## src/rtl/sr04_scan_scheduler.sv

```systemverilog
// sr04_scan_scheduler: round-robin scan scheduler that shares one SR04
// measurement controller across NUM_SENSORS ultrasonic sensors.
// Each slot issues a one-clk start pulse, waits for meas_done or a timeout,
// holds off until the minimum start-to-start period has elapsed, and publishes
// a tagged distance result (all ones on timeout).
// Optional build macro: SR04_SCAN_BANK_EN adds a per-sensor result bank read
// through rd_idx/rd_dist; without it rd_dist is tied to 0.
module sr04_scan_scheduler #(
    parameter int NUM_SENSORS = 4,
    parameter int PERIOD_US   = 60000,
    parameter int TIMEOUT_US  = 30000,
    parameter int DIST_W      = 12,
    localparam int SEL_W      = $clog2(NUM_SENSORS),
    localparam int CNT_W      = $clog2(PERIOD_US + 1)
) (
    input  logic              clk,
    input  logic              reset_n,
    input  logic              tick_1MHz,
    input  logic              enable,
    input  logic              single,
    input  logic              meas_done,
    input  logic [DIST_W-1:0] meas_dist,
    output logic              meas_start,
    output logic              meas_abort,
    output logic [SEL_W-1:0]  sensor_sel,
    output logic              busy,
    output logic              result_valid,
    output logic [SEL_W-1:0]  result_idx,
    output logic [DIST_W-1:0] result_dist,
    output logic              result_timeout,
    input  logic [SEL_W-1:0]  rd_idx,
    output logic [DIST_W-1:0] rd_dist
);

    typedef enum logic [1:0] {IDLE, START, WAIT, GAP} state_t;

    localparam logic [CNT_W-1:0] PERIOD_C  = CNT_W'(PERIOD_US);
    localparam logic [CNT_W-1:0] TIMEOUT_C = CNT_W'(TIMEOUT_US);
    localparam logic [SEL_W-1:0] LAST_SEL  = SEL_W'(NUM_SENSORS - 1);

    state_t            state_q, state_d;
    logic [CNT_W-1:0]  elapsed_q, elapsed_d;
    logic [SEL_W-1:0]  sel_q, sel_d;
    logic              sweepFlag_q, sweepFlag_d;
    logic [SEL_W-1:0]  sweepStart_q, sweepStart_d;

    logic              measStart_q, measStart_d;
    logic              measAbort_q, measAbort_d;
    logic              busy_q, busy_d;
    logic              resultValid_q, resultValid_d;
    logic [SEL_W-1:0]  resultIdx_q, resultIdx_d;
    logic [DIST_W-1:0] resultDist_q, resultDist_d;
    logic              resultTimeout_q, resultTimeout_d;

    logic [CNT_W-1:0]  elapsedInc;
    logic [SEL_W-1:0]  selNext;
    logic              timeoutHit;
    logic              slotEnd;

    // Elapsed time saturates at the period so a long GAP can never wrap it
    assign elapsedInc = (tick_1MHz && (elapsed_q != PERIOD_C)) ? elapsed_q + CNT_W'(1) : elapsed_q;
    assign selNext    = (sel_q == LAST_SEL) ? '0 : sel_q + SEL_W'(1);
    assign timeoutHit = (elapsed_q == TIMEOUT_C);
    assign slotEnd    = (elapsed_q >= PERIOD_C);

    // State, slot timing and every registered output
    always_ff @(posedge clk or negedge reset_n) begin
        if (!reset_n) begin
            state_q         <= IDLE;
            elapsed_q       <= '0;
            sel_q           <= '0;
            sweepFlag_q     <= 1'b0;
            sweepStart_q    <= '0;
            measStart_q     <= 1'b0;
            measAbort_q     <= 1'b0;
            busy_q          <= 1'b0;
            resultValid_q   <= 1'b0;
            resultIdx_q     <= '0;
            resultDist_q    <= '0;
            resultTimeout_q <= 1'b0;
        end else begin
            state_q         <= state_d;
            elapsed_q       <= elapsed_d;
            sel_q           <= sel_d;
            sweepFlag_q     <= sweepFlag_d;
            sweepStart_q    <= sweepStart_d;
            measStart_q     <= measStart_d;
            measAbort_q     <= measAbort_d;
            busy_q          <= busy_d;
            resultValid_q   <= resultValid_d;
            resultIdx_q     <= resultIdx_d;
            resultDist_q    <= resultDist_d;
            resultTimeout_q <= resultTimeout_d;
        end
    end

    // Slot sequencing: start, wait for done/timeout, hold off until the period ends
    always_comb begin
        state_d      = state_q;
        elapsed_d    = elapsed_q;
        sel_d        = sel_q;
        sweepFlag_d  = sweepFlag_q;
        sweepStart_d = sweepStart_q;
        unique case (state_q)
            IDLE: begin
                if (enable) begin
                    state_d = START;
                end else if (single) begin
                    state_d      = START;
                    sweepFlag_d  = 1'b1;
                    sweepStart_d = sel_q;
                end
            end
            START: begin
                elapsed_d = '0;
                state_d   = WAIT;
            end
            WAIT: begin
                elapsed_d = elapsedInc;
                if (meas_done || timeoutHit) begin
                    state_d = GAP;
                end
            end
            GAP: begin
                elapsed_d = elapsedInc;
                if (slotEnd) begin
                    sel_d = selNext;
                    if (enable) begin
                        state_d = START;
                    end else if (sweepFlag_q && (selNext != sweepStart_q)) begin
                        state_d = START;
                    end else begin
                        sweepFlag_d = 1'b0;
                        state_d     = IDLE;
                    end
                end
            end
            default: state_d = IDLE;
        endcase
    end

    // Output pulses and result fields; done beats a simultaneous timeout
    always_comb begin
        measStart_d     = (state_d == START);
        busy_d          = (state_d != IDLE);
        measAbort_d     = 1'b0;
        resultValid_d   = 1'b0;
        resultIdx_d     = resultIdx_q;
        resultDist_d    = resultDist_q;
        resultTimeout_d = resultTimeout_q;
        if (state_q == WAIT) begin
            if (meas_done) begin
                resultValid_d   = 1'b1;
                resultIdx_d     = sel_q;
                resultDist_d    = meas_dist;
                resultTimeout_d = 1'b0;
            end else if (timeoutHit) begin
                measAbort_d     = 1'b1;
                resultValid_d   = 1'b1;
                resultIdx_d     = sel_q;
                resultDist_d    = '1;
                resultTimeout_d = 1'b1;
            end
        end
    end

    assign meas_start     = measStart_q;
    assign meas_abort     = measAbort_q;
    assign sensor_sel     = sel_q;
    assign busy           = busy_q;
    assign result_valid   = resultValid_q;
    assign result_idx     = resultIdx_q;
    assign result_dist    = resultDist_q;
    assign result_timeout = resultTimeout_q;

`ifdef SR04_SCAN_BANK_EN
    // Bank is sized to the full index range so out-of-range reads hit entries
    // that are never written and therefore always read back as 0.
    localparam int BANK_N = 1 << SEL_W;

    logic [DIST_W-1:0] bank_q [BANK_N];

    // Bank entry of the reporting sensor follows every published result
    always_ff @(posedge clk or negedge reset_n) begin
        if (!reset_n) begin
            for (int i = 0; i < BANK_N; i++) begin
                bank_q[i] <= '0;
            end
        end else if (resultValid_d) begin
            bank_q[sel_q] <= resultDist_d;
        end
    end

    assign rd_dist = bank_q[rd_idx];
`else
    logic unusedRdIdx;

    assign unusedRdIdx = ^rd_idx;
    assign rd_dist     = '0;
`endif

endmodule

```

## config.mk

```make
export PLATFORM = sky130hd
export DESIGN_NAME = sr04_scan_scheduler
export DESIGN_NICKNAME = d
export VERILOG_FILES = /design/src/rtl/sr04_scan_scheduler.sv
export SDC_FILE = /design/constraint.sdc
export NUM_CORES = 1
export LEC_CHECK = 0
export CORE_MARGIN = 3
export CORE_UTILIZATION = 40
export CTS_BUF_LIST = sky130_fd_sc_hd__clkbuf_8
export DETAILED_ROUTE_END_ITERATION = 8
export PLACE_DENSITY_LB_ADDON = 0.05
export SETUP_SLACK_MARGIN = 0.3
export SLEW_MARGIN = 20
export SYNTH_ARGS = -nofsm -noshare
export SYNTH_HDL_FRONTEND = slang
export SYNTH_SLANG_ARGS = --single-unit
```

## constraint.sdc

```tcl
create_clock -name clk -period 5.2 [get_ports clk]
set_input_delay 1.3 -clock clk [delete_from_list [all_inputs] [get_ports clk]]
set_output_delay 1.3 -clock clk [all_outputs]
set_load 0.02 [all_outputs]
```

==> impl_metrics.tcl <==
set metrics [dict create \
    cts_tree "done" \
    dp_worst_setup_slack_ns 1.83 \
    ir_worst_vdd_v 0.000146 \
    finalSetupViolCount 0 \
    diodes 0 \
    die_w_um 79.2 \
    synth-main-ff-cell "dfrtp_1" \
    drtPass1Iterations 4 \
    worstSetupEndpointType "flop" \
    num_rows 26 \
    synth-edff-count 0 \
    wire_per_inst_um 13.0 \
    worst_pin_slew_ns 0.984 \
    cp-start-kind "input pin" \
    synth_area_mm2 0.00214 \
    track_usage 0.142 \
    dp_hpwl_um 2960 \
    max_freq_ghz 0.332 \
    num_vias 1610 \
    cap_violations 0 \
    grt_overflow 0 \
    hold_buffers 0 \
    layout-drive-gt1-share 0.0859 \
    hold_viol 0 \
    dieArea_mm2 0.00628 \
    postSynthCellCount 221 \
    drv_slew 0 \
    grt_pass1_wl_um 7040 \
    layout_setup_ws_ns 2.19 \
    async_flop_share 1.00 \
    p_per_area_mw_per_mm2 290 \
    yosysUniqueCellTypes 46 \
    clockBufferDepth 2 \
    die_h_um 79.2 \
    clkSinkCount 42 \
    clk_pin_slew_worst_paths_ns 0.08 \
    antenna_left 0 \
    syn_area_per_cell_um2 9.70 \
    start_util 0.417 \
    gp_congestion 0.772 \
    fin_crit_sh 0.579 \
    grt_pass1_vias 1420 \
    wl_um 4240 \
    synth-seq-cells 42 \
    p_total_w 0.000758 \
    postCtsSetupRepairBufs 0 \
    fin_area_mm2 0.00262 \
    area.growth.synth_to_final_pct 22.1 \
    ioPinCount 53 \
    rsz0062_at_grt "no" \
    cts_resized 0 \
    port_buffers 38 \
    worstSetupPathType "in2reg" \
    clock_skew_ns 0.00836 \
    drtIter0Drc 56 \
    leakage_nw 1.13 \
    worst-path-max-fanout 26 \
    ys_seq_area_frac 0.490 \
    clock_latency_ns 0.30 \
    drc 0 \
    vias_per_cell 4.94 \
    crit_arrival_ns 3.19 \
    grt_antenna_before_repair 0 \
    relSlewSlack 0.342 \
    run_status "complete, no violations" \
    layout.nets 278 \
    clock-root-buffer "clkbuf_8" \
    cts_made_buffers 5 \
    hold_class "reg2reg" \
    ctsHtreeMaxLevel 2 \
    core_area_mm2 0.00514 \
    grt_max_degree 43 \
    required_ns 5.38 \
    place_area_mm2 0.00251 \
    finalCriticalPeriod_ns 3.01 \
    yosys_warnings 0 \
    finalSetupTns_ns 0 \
]
[registers in the layout, indices dropped and copies added, names as in the netlist]
register	flops
elapsed_q	16
result_dist	12
result_idx	2
sensor_sel	2
state_q	2
sweepStart_q	2
busy	1
meas_abort	1
meas_start	1
result_timeout	1
result_valid	1
sweepFlag_q	1
[power by group]
part           switching, W  total [W]  internal, W
Clock              0.000113   0.000255     0.000141
Sequential        0.0000277   0.000382     0.000354
Combinational     0.0000634   0.000122    0.0000586
Total              0.000204   0.000758     0.000554
[worst paths after layout]
kind / endpoint / cells after the start / startpoint / slack [ns]
max in group asynchronous: elapsed_q[5]$_DFFE_PN0P_ / 1 / reset_n / 3.45
hold / removal: sweepFlag_q$_DFFE_PN0P_ / 1 / sweepFlag_q$_DFFE_PN0P_ / 0.48
hold reg to reg: sweepFlag_q$_DFFE_PN0P_ / 1 / sweepFlag_q$_DFFE_PN0P_ / 0.48
setup / recovery: result_idx[0]$_DFFE_PN0P_ / 4 / meas_done / 2.19
setup reg to reg: result_idx[0]$_DFFE_PN0P_ / 6 / elapsed_q[0]$_DFFE_PN0P_ / 2.51
min in group asynchronous: result_dist[6]$_DFFE_PN0P_ / 1 / reset_n / 1.15
[kinds of logic after synthesis]
logic type | share of synthesized area
flip-flops | 0.490
AND/OR/NAND/NOR | 0.222
XOR/XNOR | 0.0408
AO/OA/AOI/OAI | 0.123
multiplexers | 0.0315
adder cells (fa/ha/maj) | 0.0175
buffers and inverters | 0.0741
other | 0.00175
[per-layer routing]
| layer | global-route usage | vias up | wire, um | share of wire |
|---|---|---|---|---|
| met5 | 0 | - | 0 | 0 |
| met4 | 0.0464 | 0 | 23 | 0.0054 |
| met3 | 0.0351 | 2 | 152 | 0.036 |
| met2 | 0.219 | 31 | 2000 | 0.47 |
| met1 | 0.196 | 762 | 2050 | 0.49 |
| li1 | - | 815 | - | - |
[stage by stage]
| stage | hold WS [ns] | std cells | utilization |
|---|---|---|---|
| finish | 0.485 | 326 | 0.509 |
| global route | 0.525 | 326 | 0.509 |
| CTS | 0.490 | 326 | 0.509 |
| detailed placement | 0.472 | 318 | 0.488 |
| global placement | 0.468 | 318 | 0.488 |
| floorplan | 0.451 | 232 | - |
[cell usage after synthesis, drive strengths merged, types with 2 or more instances]
master	number	share of area
a21oi	19	0.046
clkbuf	7	0.012
dfrtp	42	0.49
o21a	2	0.0070
nor3	5	0.012
o21ai	9	0.030
ha	3	0.018
buf	15	0.053
or4	2	0.0088
mux2	6	0.032
or3	5	0.015
inv	5	0.0088
nand4	4	0.012
nand2	12	0.021
nor4b	2	0.0082
xnor2	5	0.020
nand3b	2	0.0070
nor4	3	0.016
or4b	2	0.011
a211oi	2	0.0070
nand3	6	0.014
and2	3	0.0088
nor2	41	0.072
xor2	5	0.020
[layout by cell type, fill, tap and decap left out, drive strengths merged, types with 3 or more instances in the layout]
| master | netlist | final |
|---|---|---|
| dfrtp | 42 | 42 |
| nor2 | 41 | 41 |
| clkdlybuf4s50 | 0 | 37 |
| a21oi | 19 | 19 |
| nand2 | 12 | 12 |
| conb | 1 | 12 |
| o21ai | 9 | 9 |
| inv | 5 | 6 |
| nand3 | 6 | 6 |
| mux2 | 6 | 6 |
| nor3 | 5 | 5 |
| xor2 | 5 | 5 |
| xnor2 | 5 | 5 |
| or3 | 5 | 5 |
| clkbuf | 7 | 5 |
| nand4 | 4 | 4 |
| and2 | 3 | 3 |
| ha | 3 | 3 |
| nor4 | 3 | 3 |
[cell type report]
cell class,instances,area (um2)
fillers,501,2520
flip-flops and latches,42,1050
multi-input cells,163,976
repair buffers,38,375
well taps,70,87.6
clock buffers,5,68.8
clock inverters,3,41.3
inverters,5,18.8
[critical path, cell delays in order]
cell	delay (ns)
clkdlybuf4s50_1	0.50
nand3b_1	0.63
nand2b_1	0.39
mux2_2	0.36
Note: power is estimated with default switching activity, not from simulation.
